$ cat config.mk
export PLATFORM = sky130hd
export DESIGN_NAME = conc_stim_sequencer_flat
export DESIGN_NICKNAME = d
export VERILOG_FILES = /design/src/rtl/conc_pkg.sv /design/src/rtl/conc_stim_sequencer_if.sv /design/src/rtl/conc_misr16.sv /design/src/rtl/conc_stim_sequencer.sv /design/src/flat_wrapper.sv
export SDC_FILE = /design/constraint.sdc
export NUM_CORES = 1
export LEC_CHECK = 0
export BUFFER_PORTS_ARGS = -buffer_cell sky130_fd_sc_hd__buf_2
export CAP_MARGIN = 20
export CELL_PAD_IN_SITES_DETAIL_PLACEMENT = 0
export CELL_PAD_IN_SITES_GLOBAL_PLACEMENT = 1
export CORE_MARGIN = 1
export CORE_UTILIZATION = 32
export DETAILED_ROUTE_END_ITERATION = 8
export PLACE_DENSITY = 0.62
export SETUP_SLACK_MARGIN = 0.2
export SLEW_MARGIN = 15
export SYNTH_ARGS = -nofsm -noshare
export SYNTH_HDL_FRONTEND = slang
export SYNTH_SLANG_ARGS = --single-unit
$ cat constraint.sdc
create_clock -name clock -period 3.8 [get_ports clock]
set_input_delay 0.38 -clock clock [delete_from_list [all_inputs] [get_ports clock]]
set_output_delay 0.38 -clock clock [all_outputs]
set_load 0.01 [all_outputs]
$ cat src/rtl/conc_pkg.sv
// Shared definitions for the b01 stimulus sequencer / response compactor.
//   state_e     : sequencer FSM states
//   MISR_POLY   : feedback polynomial of the 16-bit response signature
//   OP_*        : bit positions of the stimulus fields inside an opcode word
//   OVF_MAX     : saturation value of the overflow counter
//   misr_next() : one signature update step
package conc_pkg;

    typedef enum logic [1:0] {
        ST_IDLE  = 2'd0,
        ST_RUN   = 2'd1,
        ST_DRAIN = 2'd2,
        ST_DONE  = 2'd3
    } state_e;

    localparam logic [15:0] MISR_POLY = 16'h1021;

    localparam int OP_LINE1 = 0;
    localparam int OP_LINE2 = 1;
    localparam int OP_OBS   = 2;

    localparam logic [7:0] OVF_MAX = 8'd255;

    // Shift left, fold the MSB back through the polynomial, then mix in the
    // two response bits at the bottom.
    function automatic logic [15:0] misr_next(input logic [15:0] s, input logic [1:0] din);
        return {s[14:0], 1'b0} ^ (s[15] ? MISR_POLY : 16'h0000) ^ {14'b0, din};
    endfunction

endpackage

$ cat src/rtl/conc_stim_sequencer_if.sv
// Host / DUT-facing signal bundle of conc_stim_sequencer.
//   master : environment side (host config + b01 responses), drives requests
//   slave  : the sequencer, drives stimulus, status and signature
interface conc_stim_sequencer_if #(
    parameter int AW = 6
);
    // host configuration and control
    logic          cfg_we;
    logic [AW-1:0] cfg_addr;
    logic [2:0]    cfg_wdata;
    logic [AW:0]   prog_len;
    logic          start;
    logic          abort;
    // status
    logic          busy;
    logic          done;
    logic [AW:0]   pc_out;
    // b01 stimulus and responses
    logic          line1;
    logic          line2;
    logic          obs;
    logic          dut_outp;
    logic          dut_overflw;
    // compacted result
    logic [15:0]   sig;
    logic [7:0]    ovf_count;

    modport master (
        output cfg_we, cfg_addr, cfg_wdata, prog_len, start, abort,
        output dut_outp, dut_overflw,
        input  busy, done, pc_out, line1, line2, obs, sig, ovf_count
    );

    modport slave (
        input  cfg_we, cfg_addr, cfg_wdata, prog_len, start, abort,
        input  dut_outp, dut_overflw,
        output busy, done, pc_out, line1, line2, obs, sig, ovf_count
    );
endinterface

$ cat src/rtl/conc_misr16.sv
// 16-bit multiple-input signature register.
//   clock : rising-edge clock
//   reset : asynchronous active-low reset, clears the signature
//   clr   : synchronous clear (wins over en)
//   en    : absorb din on this edge
//   din   : {overflw, outp} response bits
//   sig   : current signature
module conc_misr16
    import conc_pkg::*;
(
    input  logic        clock,
    input  logic        reset,
    input  logic        clr,
    input  logic        en,
    input  logic [1:0]  din,
    output logic [15:0] sig
);

    logic [15:0] sig_q;
    logic [15:0] sig_d;

    always_comb begin
        sig_d = sig_q;
        if (clr) begin
            sig_d = '0;
        end else if (en) begin
            sig_d = misr_next(sig_q, din);
        end
    end

    always_ff @(posedge clock or negedge reset) begin
        if (!reset) begin
            sig_q <= '0;
        end else begin
            sig_q <= sig_d;
        end
    end

    assign sig = sig_q;

endmodule

$ cat src/rtl/conc_stim_sequencer.sv
// Stimulus sequencer and response compactor for the b01 benchmark.
// Replays a host-loaded opcode program onto line1/line2/obs, one opcode per
// clock, and folds the delayed b01 responses into a MISR signature plus a
// saturating overflow counter.
//   clock, reset : rising-edge clock, asynchronous active-low reset
//   bus (slave)  : cfg_we/cfg_addr/cfg_wdata program writes, prog_len,
//                  start/abort control, busy/done/pc_out status,
//                  line1/line2/obs stimulus, dut_outp/dut_overflw responses,
//                  sig/ovf_count results
module conc_stim_sequencer
    import conc_pkg::*;
#(
    parameter int AW       = 6,
    parameter int DEPTH    = 2**AW,
    parameter int RESP_LAT = 2      // 1..7
) (
    input  logic                 clock,
    input  logic                 reset,
    conc_stim_sequencer_if.slave bus
);

    localparam logic [AW:0] DEPTH_W    = (AW+1)'(DEPTH);
    localparam logic [AW:0] ONE_W      = (AW+1)'(1);
    localparam logic [2:0]  DRAIN_INIT = 3'(RESP_LAT);

    state_e              state_q, state_d;
    logic [AW:0]         pc_q, pc_d;
    logic [AW:0]         len_q, len_d;
    logic [2:0]          drain_q, drain_d;
    logic [2:0]          stim_q, stim_d;
    logic [RESP_LAT-1:0] cap_q, cap_d;
    logic [RESP_LAT-1:0] cap_shift;
    logic [7:0]          ovf_q, ovf_d;

    logic                cap_push;
    logic                cap_flush;
    logic                run_clr;
    logic                cap_en;
    logic [AW:0]         len_clamped;
    logic                mem_we;

    // Program storage; deliberately not reset.
    logic [2:0]          mem [DEPTH];

    assign len_clamped = (bus.prog_len > DEPTH_W) ? DEPTH_W : bus.prog_len;

    // Host writes only land while no run is in flight.
    assign mem_we = bus.cfg_we && ((state_q == ST_IDLE) || (state_q == ST_DONE));

    always_ff @(posedge clock) begin
        if (mem_we) begin
            mem[bus.cfg_addr] <= bus.cfg_wdata;
        end
    end

    // Capture pipeline: a 1 marks an edge whose response belongs to a
    // launched opcode; the tail lines up with the b01 response latency.
    assign cap_shift[0] = cap_push;
    for (genvar gi = 1; gi < RESP_LAT; gi++) begin : g_cap
        assign cap_shift[gi] = cap_q[gi-1];
    end

    assign cap_en = cap_q[RESP_LAT-1];

    // Sequencer next-state and datapath.
    always_comb begin
        state_d   = state_q;
        pc_d      = pc_q;
        len_d     = len_q;
        drain_d   = drain_q;
        stim_d    = '0;
        cap_push  = 1'b0;
        cap_flush = 1'b0;
        run_clr   = 1'b0;

        case (state_q)
            ST_IDLE: begin
                if (bus.start && !bus.abort) begin
                    len_d   = len_clamped;
                    pc_d    = '0;
                    run_clr = 1'b1;
                    state_d = (len_clamped == '0) ? ST_DONE : ST_RUN;
                end
            end
            ST_RUN: begin
                if (bus.abort) begin
                    cap_flush = 1'b1;
                    state_d   = ST_IDLE;
                end else begin
                    stim_d   = mem[pc_q[AW-1:0]];
                    pc_d     = pc_q + ONE_W;
                    cap_push = 1'b1;
                    if (pc_q == len_q - ONE_W) begin
                        drain_d = DRAIN_INIT;
                        state_d = ST_DRAIN;
                    end
                end
            end
            ST_DRAIN: begin
                if (bus.abort) begin
                    cap_flush = 1'b1;
                    state_d   = ST_IDLE;
                end else begin
                    drain_d = drain_q - 3'd1;
                    if (drain_q == 3'd1) begin
                        state_d = ST_DONE;
                    end
                end
            end
            ST_DONE: begin
                state_d = ST_IDLE;
            end
            default: begin
                state_d = ST_IDLE;
            end
        endcase

        cap_d = cap_flush ? '0 : cap_shift;
    end

    // Overflow counter: cleared on an accepted start, saturates at OVF_MAX.
    always_comb begin
        ovf_d = ovf_q;
        if (run_clr) begin
            ovf_d = '0;
        end else if (cap_en && bus.dut_overflw && (ovf_q != OVF_MAX)) begin
            ovf_d = ovf_q + 8'd1;
        end
    end

    always_ff @(posedge clock or negedge reset) begin
        if (!reset) begin
            state_q <= ST_IDLE;
            pc_q    <= '0;
            len_q   <= '0;
            drain_q <= '0;
            stim_q  <= '0;
            cap_q   <= '0;
            ovf_q   <= '0;
        end else begin
            state_q <= state_d;
            pc_q    <= pc_d;
            len_q   <= len_d;
            drain_q <= drain_d;
            stim_q  <= stim_d;
            cap_q   <= cap_d;
            ovf_q   <= ovf_d;
        end
    end

    conc_misr16 u_misr (
        .clock (clock),
        .reset (reset),
        .clr   (run_clr),
        .en    (cap_en),
        .din   ({bus.dut_overflw, bus.dut_outp}),
        .sig   (bus.sig)
    );

    assign bus.line1     = stim_q[OP_LINE1];
    assign bus.line2     = stim_q[OP_LINE2];
    assign bus.obs       = stim_q[OP_OBS];
    assign bus.busy      = (state_q == ST_RUN) || (state_q == ST_DRAIN);
    assign bus.done      = (state_q == ST_DONE);
    assign bus.ovf_count = ovf_q;
    assign bus.pc_out    = pc_q;

endmodule

$ cat src/flat_wrapper.sv
// flat-port wrapper written by rule: the top's interface ports become plain ports
module conc_stim_sequencer_flat import conc_pkg::*;
#(
    parameter int AW       = 6,
    parameter int DEPTH    = 2**AW,
    parameter int RESP_LAT = 2             
)
  (clock, reset, bus_cfg_we, bus_cfg_addr, bus_cfg_wdata, bus_prog_len, bus_start, bus_abort, bus_dut_outp, bus_dut_overflw, bus_busy, bus_done, bus_pc_out, bus_line1, bus_line2, bus_obs, bus_sig, bus_ovf_count);
  conc_stim_sequencer_if #(.AW(AW)) bus_i ();
  input  logic clock;
  input  logic reset;
  input wire logic [$bits(bus_i.cfg_we)-1:0] bus_cfg_we;
  input wire logic [$bits(bus_i.cfg_addr)-1:0] bus_cfg_addr;
  input wire logic [$bits(bus_i.cfg_wdata)-1:0] bus_cfg_wdata;
  input wire logic [$bits(bus_i.prog_len)-1:0] bus_prog_len;
  input wire logic [$bits(bus_i.start)-1:0] bus_start;
  input wire logic [$bits(bus_i.abort)-1:0] bus_abort;
  input wire logic [$bits(bus_i.dut_outp)-1:0] bus_dut_outp;
  input wire logic [$bits(bus_i.dut_overflw)-1:0] bus_dut_overflw;
  output wire logic [$bits(bus_i.busy)-1:0] bus_busy;
  output wire logic [$bits(bus_i.done)-1:0] bus_done;
  output wire logic [$bits(bus_i.pc_out)-1:0] bus_pc_out;
  output wire logic [$bits(bus_i.line1)-1:0] bus_line1;
  output wire logic [$bits(bus_i.line2)-1:0] bus_line2;
  output wire logic [$bits(bus_i.obs)-1:0] bus_obs;
  output wire logic [$bits(bus_i.sig)-1:0] bus_sig;
  output wire logic [$bits(bus_i.ovf_count)-1:0] bus_ovf_count;
  assign bus_i.cfg_we = bus_cfg_we;
  assign bus_i.cfg_addr = bus_cfg_addr;
  assign bus_i.cfg_wdata = bus_cfg_wdata;
  assign bus_i.prog_len = bus_prog_len;
  assign bus_i.start = bus_start;
  assign bus_i.abort = bus_abort;
  assign bus_i.dut_outp = bus_dut_outp;
  assign bus_i.dut_overflw = bus_dut_overflw;
  assign bus_busy = bus_i.busy;
  assign bus_done = bus_i.done;
  assign bus_pc_out = bus_i.pc_out;
  assign bus_line1 = bus_i.line1;
  assign bus_line2 = bus_i.line2;
  assign bus_obs = bus_i.obs;
  assign bus_sig = bus_i.sig;
  assign bus_ovf_count = bus_i.ovf_count;
  conc_stim_sequencer #(.AW(AW), .DEPTH(DEPTH), .RESP_LAT(RESP_LAT)) u_core (.clock(clock), .reset(reset), .bus(bus_i));
endmodule
== Word-level counts from Yosys, hierarchy flattened ==
Memories as Yosys holds them, arrays and structs flattened.
Cells that the tools add are included.

* Bitwise logic cells: 2
* Order comparisons: 1
* Add/subtract/negate cells: 4
* Reductions and logical operators: 18
* Eq/ne operators: 12
* Mux-type cells: 31

{| class="wikitable"
|+ Operator list
! kind !! number
|-
| 16-bit 2-to-1 mux || 2
|-
| 7-bit 2-to-1 mux || 3
|-
| 8-bit 2-to-1 mux || 2
|-
| 16-bit XOR || 1
|-
| 16-bit by 2-bit XOR with 16-bit output || 1
|-
| 3-bit 2-to-1 mux || 5
|-
| 2-bit 2-to-1 mux || 7
|-
| 7-bit case mux with 2 select lines || 1
|-
| 13-bit 2-to-1 mux || 1
|-
| 8-bit by 1-bit adder with 8-bit output (second input constant) || 1
|-
| 1-bit 2-to-1 mux || 8
|-
| 8-bit inequality test (second input constant) || 1
|-
| 2-bit case mux with 4 select lines || 1
|-
| 2-bit nonzero test || 4
|-
| 7-bit by 1-bit adder with 7-bit output (second input constant) || 1
|-
| 7-bit == test || 1
|-
| 7-bit greater-than comparator (second input constant) || 1
|-
| 7-bit logical NOT || 1
|-
| 7-bit by 1-bit subtractor with 7-bit output (second input constant) || 1
|-
| 2-bit inequality test (second input constant) || 3
|-
| 3-bit by 2-bit inequality test with 1-bit output (second input constant) || 2
|-
| 3-bit case mux with 2 select lines || 1
|-
| 3-bit AND reduction || 2
|-
| 2-bit == test (second input constant) || 2
|-
| 11 further kinds || 15
|}

* Memories kept: 1
* RAM bits: 192
* Output and inout port bits: 36
* Register bits: 48
* Input bits: 23
* Word-level logic and storage cells: 77

{| class="wikitable"
|+ Memory list
! name !! depth !! width !! read ports !! clocked after memory_dff !! wr ports !! RTL line !! text
|-
| u_core.mem || 64 || 3 || 1 || 0 || 1 || conc_stim_sequencer.sv:43 || <nowiki>logic [2:0] mem [DEPTH];</nowiki>
|}

== Logic depth before layout (Yosys ltp) ==
* Depth after elaboration: 6
* Mapped depth: 10
* Mapped depth without buffers: 8

== Hierarchy ==
Synthesis repeated with hierarchy kept, for this count alone.

* Cells, all modules: 652
* Area total of the unflattened synthesis: 10136.0 um2

{| class="wikitable"
|+ Modules (own cells, without submodules)
! module !! cells an instance !! times used !! area each (um2) !! sequential area each (um2)
|-
| conc_stim_sequencer || 596 || 1 || 9469.1 || 6566.3
|-
| conc_misr16 || 56 || 1 || 666.9 || 400.4
|}

== Least setup slack after synthesis ==
Ideal clock, no wire load.

* Path type: reg2reg
* Start point: register u_core.pc_q[0], in the netlist u_core.bus.pc_out[0]
* End point: register u_core.stim_q[0]
* Path slack: 1.536 ns
* Data required time: 3.670 ns
* Stages on the path, launching flop included: 7
* Setup time: 0.130 ns
* Clock period less this slack: 2.264 ns
* Data arrival time: 2.134 ns
* Path buffers: 2
* Path through: dfrtp_1 > buf_2 > buf_2 > mux4_2 > mux4_2 > a22oi_1 > o21ai_0

* Cells in the longest elaborated chain, start to end: 3

{| class="wikitable"
|+ Ends and longest elaborated chain
! element !! RTL line !! text
|-
| from (decl) || conc_stim_sequencer.sv:27 || <nowiki>logic [AW:0] pc_q, pc_d;</nowiki>
|-
| from (signal assigned) || conc_stim_sequencer.sv:142 || <nowiki>pc_q <= pc_d;</nowiki>
|-
| memory 64 x 3 bit || - ||
|-
| 3-bit 2-to-1 mux || conc_stim_sequencer.sv:86 || <nowiki>if (bus.abort) begin</nowiki>
|-
| 3-bit 2-to-1 mux || conc_stim_sequencer.sv:76 || <nowiki>case (state_q)</nowiki>
|-
| named net u_core.stim_d[0] || conc_stim_sequencer.sv:30 || <nowiki>logic [2:0] stim_q, stim_d;</nowiki>
|-
| to (signal assigned) || conc_stim_sequencer.sv:145 || <nowiki>stim_q <= stim_d;</nowiki>
|-
| to (decl) || conc_stim_sequencer.sv:30 ||
|}

The timed path passes the listed nets, and every way through them passes these cells.
A chain may end at the register's enable or synchronous reset.

== Worst setup path after layout ==
* Start point: register u_core.pc_q[2], in the netlist u_core.bus.pc_out[2]
* End point: register u_core.drain_q[1]

* Cells in the longest elaborated chain, start to end: 3

{| class="wikitable"
|+ Ends and longest elaborated chain
! element !! RTL line !! text
|-
| 7-bit == test || conc_stim_sequencer.sv:93 || <nowiki>if (pc_q == len_q - ONE_W) begin</nowiki>
|-
| 2-bit by 1-bit inequality test with 1-bit output (no line) || - ||
|-
| 4-bit AND reduction (no line) || - ||
|-
| to (signal assigned) || conc_stim_sequencer.sv:144 || <nowiki>drain_q <= drain_d;</nowiki>
|-
| to (decl) || conc_stim_sequencer.sv:29 || <nowiki>logic [2:0] drain_q, drain_d;</nowiki>
|}

Every way passes these cells.

==> impl_summary.log <==
INFO  metric viasPerCell = slightly above 5
INFO  metric postSynth.asyncResetShare = 20.0%
INFO  metric critical_path_required = 4.23 ns
INFO  metric hpwlAfterDp = 14,400 um
INFO  metric grt_start_max_net_pins = 65
INFO  metric min_delay_path_depth = 3
INFO  metric finalClockSkew = 0.0172 ns
INFO  metric worst_slew_pin_slew = 0.949 ns
INFO  metric layout_overhead_on_the_synthesized_area = 16.8%
INFO  metric synth_edf_count = ~190
INFO  metric reg2reg_setup_slack = 1.20 ns
INFO  metric power_leakage = approximately 0.0041 uW
INFO  metric postSynthCellCount = 631
INFO  metric htree_num_levels = 1
INFO  metric synth.top_cells.by_count = sky130_fd_sc_hd__edfxtp_1 (192), sky130_fd_sc_hd__nor2_1 (106), sky130_fd_sc_hd__mux4_2 (59), sky130_fd_sc_hd__dfrtp_1 (48), sky130_fd_sc_hd__nand2_1 (27)
INFO  metric number_of_violations_reported_at_the_end_of_detailed_routing_iteration_0 = 464
INFO  metric insertion_delay = 0.54 ns
INFO  metric worstSetupStartpoint = u_core.bus.pc_out[2]
INFO  metric number_of_buffers_created_by_cts = 27
INFO  metric first_pass_grt_wire_length = 34,700 um
INFO  metric worstReg2RegEnd = u_core.drain_q[1]
INFO  metric netlist.area_leader.share = 56.5%
INFO  metric tritoncts = yes
INFO  metric detail-route-antenna-nets = 0
INFO  metric r2r-start = u_core.bus.pc_out[2]
INFO  metric finalCriticalPeriod = about 2.6 ns
INFO  metric synth_area_per_cell = 16.2 sq um
INFO  metric worst_max_slew_margin_expressed_relative_to_the_limit = 36.7%
INFO  metric criticalPathCategory = flip-flop to flip-flop
INFO  metric tritoncts_num_sinks = 240
INFO  metric min_period_over_period = 68.5%
INFO  metric globalRouteOverflowTotal = 0
INFO  metric count_of_input_and_output_buffers = 58
INFO  metric fmaxAchievable = 0.384 GHz
INFO  metric initial_core_util = 32.9%
INFO  metric worst_setup_path_end_kind = flip-flop
INFO  metric buffers_from_clock_root_to_sink_at_most = 3
INFO  metric num_rows = 64
INFO  metric yosys_warnings = 0
INFO  metric vdd_ir_max = 0.345 mV
INFO  metric drt_pre_antenna_iters = 5
INFO  metric holdCritPathClass = primary input to flip-flop
INFO  metric synth.area.top_cells = sky130_fd_sc_hd__edfxtp_1 (57%), sky130_fd_sc_hd__mux4_2 (13%), sky130_fd_sc_hd__dfrtp_1 (12%), sky130_fd_sc_hd__nor2_1 (3.9%), sky130_fd_sc_hd__mux2i_1 (1.8%)
INFO  metric grt.total_usage = 13.7%
INFO  metric synthDominantAreaCellType = sky130_fd_sc_hd__edfxtp_1
INFO  metric startpoint_of_the_worst_hold_path = bus_prog_len[5]
INFO  metric ys.flop_type = sky130_fd_sc_hd__edfxtp_1
INFO  metric timing.critical_path.fanout_max = 22
INFO  metric detail_route.wl_per_cell = approximately 20 um
INFO  metric r2r_cells = 5
INFO  metric nNetsFinal = 728
INFO  metric synth_most_common_cell = sky130_fd_sc_hd__edfxtp_1
INFO  metric routabilityCongestion = 0.769
INFO  metric final_util = 38.4%
INFO  metric die-height = 181 um
INFO  metric clk_pin_slew = 0.06 ns
INFO  metric vias_in_the_first_global_route = ~5,900
INFO  metric final_layout_size_suffix_gt1_share = 25.8%
INFO  metric die-width = roughly 180 um
INFO  metric final-hold-violation-count = 0
INFO  metric sequential_fraction_of_the_synthesis_area = ~68%
INFO  metric drt_drc_violations_left = 0
INFO  metric critPathArrivalTime = 3.03 ns
INFO  metric timing.hold.worst_endpoint = u_core.len_q[5]
INFO  metric mappedNetlistNets = 664
INFO  metric netlist-cell-type-count = 50
INFO  metric pwr_density_cell = 697 mW/mm^2
INFO  metric finished_layout_cells = between 1,000 and 1,500
INFO  metric core_area = 0.0310 sq mm
INFO  metric placed_cells_incl_taps = 1,061
INFO  metric root_buffer = sky130_fd_sc_hd__clkbuf_16
INFO  metric drv.max_cap_violation_count = 0
INFO  metric run_status = complete, no violations
INFO  metric synth.ff_latch_count = 240
INFO  metric setup-tns-final = 0 ns
INFO  metric grt_setup_unrepaired = no
INFO  metric start_kind = flip-flop
INFO  metric antenna_found_initial = 0
INFO  metric routed_wirelength = 22,200 um
INFO  metric die_area = 0.0326 sq mm
INFO  metric setup_viol_count_final = 0
INFO  metric mappedNetlistArea = 0.0102 sq mm
INFO  metric antenna-diode-count = 0
INFO  metric vias = 5,625
INFO  metric slew_violations = 0
INFO  metric ios = 59
INFO  metric cts_repair_resize_count = 0
==> power by group <==
group / switching (uW) / total [uW] / internal [uW]
Clock: 1080 / 2840 / 1770
Combinational: 1050 / 2070 / 1020
Sequential: 340 / 3390 / 3050
Total: 2470 / 8300 / 5830
==> worst max path at each step <==
stage	end	slack, ns	cells past startpoint
after floorplan	u_core.stim_q[0]	1.54	6
after global routing	u_core.stim_q[1]	1.10	5
final	u_core.drain_q[1]	1.20	5
after detailed placement	u_core.stim_q[1]	1.21	5
after global placement	u_core.drain_q[1]	1.26	5
after CTS	u_core.drain_q[1]	1.20	5
==> final cells by class <==
type                            instances  area [sq um]
Sequential cell                       240          6970
Tap cell                              396           495
Inverter                               11          41.3
Clock buffer                           30           707
Fill cell                            2830         19100
Multi-Input combinational cell        349          3040
Timing Repair Buffer                   66           373
Clock inverter                         20           285
==> registers in the layout (all words and copies together), names as in the netlist <==
register              count
u_core.mem              192
u_core.len_q              7
u_core.state_q            2
u_core.drain_q            3
u_core.bus.pc_out         7
u_core.u_misr.sig        16
u_core.bus.ovf_count      8
u_core.cap_q              2
u_core.stim_q             3
==> cells in the final DEF (no fill, tap or decap), drive strengths merged, types with 13 or more instances in the layout <==
cell    Yosys  layout
buf        11      65
clkbuf     20      30
dfrtp      48      48
edfxtp    192     192
inv        11      16
mux2i      18      18
mux4       59      59
nand2      27      27
nor2      106     106
o21ai      19      19
xor2       13      13
==> per-layer routing <==
metal	vias up	GRT usage, %	part of all wire [%]
met5	-	0	0
met4	0	3.49	2.0
met3	35	2.28	5.0
met2	155	22.6	48
met1	2887	18.9	45
li1	2548	-	-
==> per-stage QoR <==
| stage | setup slack [ns] | hold WS (ns) | area, sq um | total power, uW |
|---|---|---|---|---|
| 6_report | 1.20 | 0.119 | 11900 | 8300 |
| 5_1_grt | 1.10 | 0.133 | 11900 | 8700 |
| 4_1_cts | 1.20 | 0.0948 | 11900 | 8390 |
| 3_5_place_dp | 1.21 | 0.260 | 10900 | 5530 |
| 3_3_place_gp | 1.26 | 0.256 | 10900 | 5480 |
| 2_1_floorplan | 1.54 | 0.0844 | 10200 | 4870 |
==> worst max-delay path, stage by stage, from the launching register on <==
cell	delay (ns)
sky130_fd_sc_hd__dfrtp_1	0.96
sky130_fd_sc_hd__nand2_1	0.11
sky130_fd_sc_hd__o31a_2	0.31
sky130_fd_sc_hd__or4_1	0.60
sky130_fd_sc_hd__or3_1	0.39
sky130_fd_sc_hd__o211a_1	0.11
==> timing repair <==
item | 4_1_cts | 5_1_grt
hold buffers | 1 | 0
buffers inserted | 0 | 0
endpoints found under the setup margin | 0 | 0
hold endpoints to repair | 9 | 0
==> kinds of logic (layout without fill, tap and decap cells) <==
logic type	Yosys count	after routing	share of synthesized area (%)
DFF	240	240	68.3
xor gates and xnor gates	22	22	1.89
adders and majority gates	10	10	1.23
and+or+nand+nor	190	190	8.72
AOI/OAI and AO/OA	50	50	3.14
muxes	77	77	14.8
buffers and inverters	42	127	1.90
No activity file was read; power rests on OpenSTA's default activity.
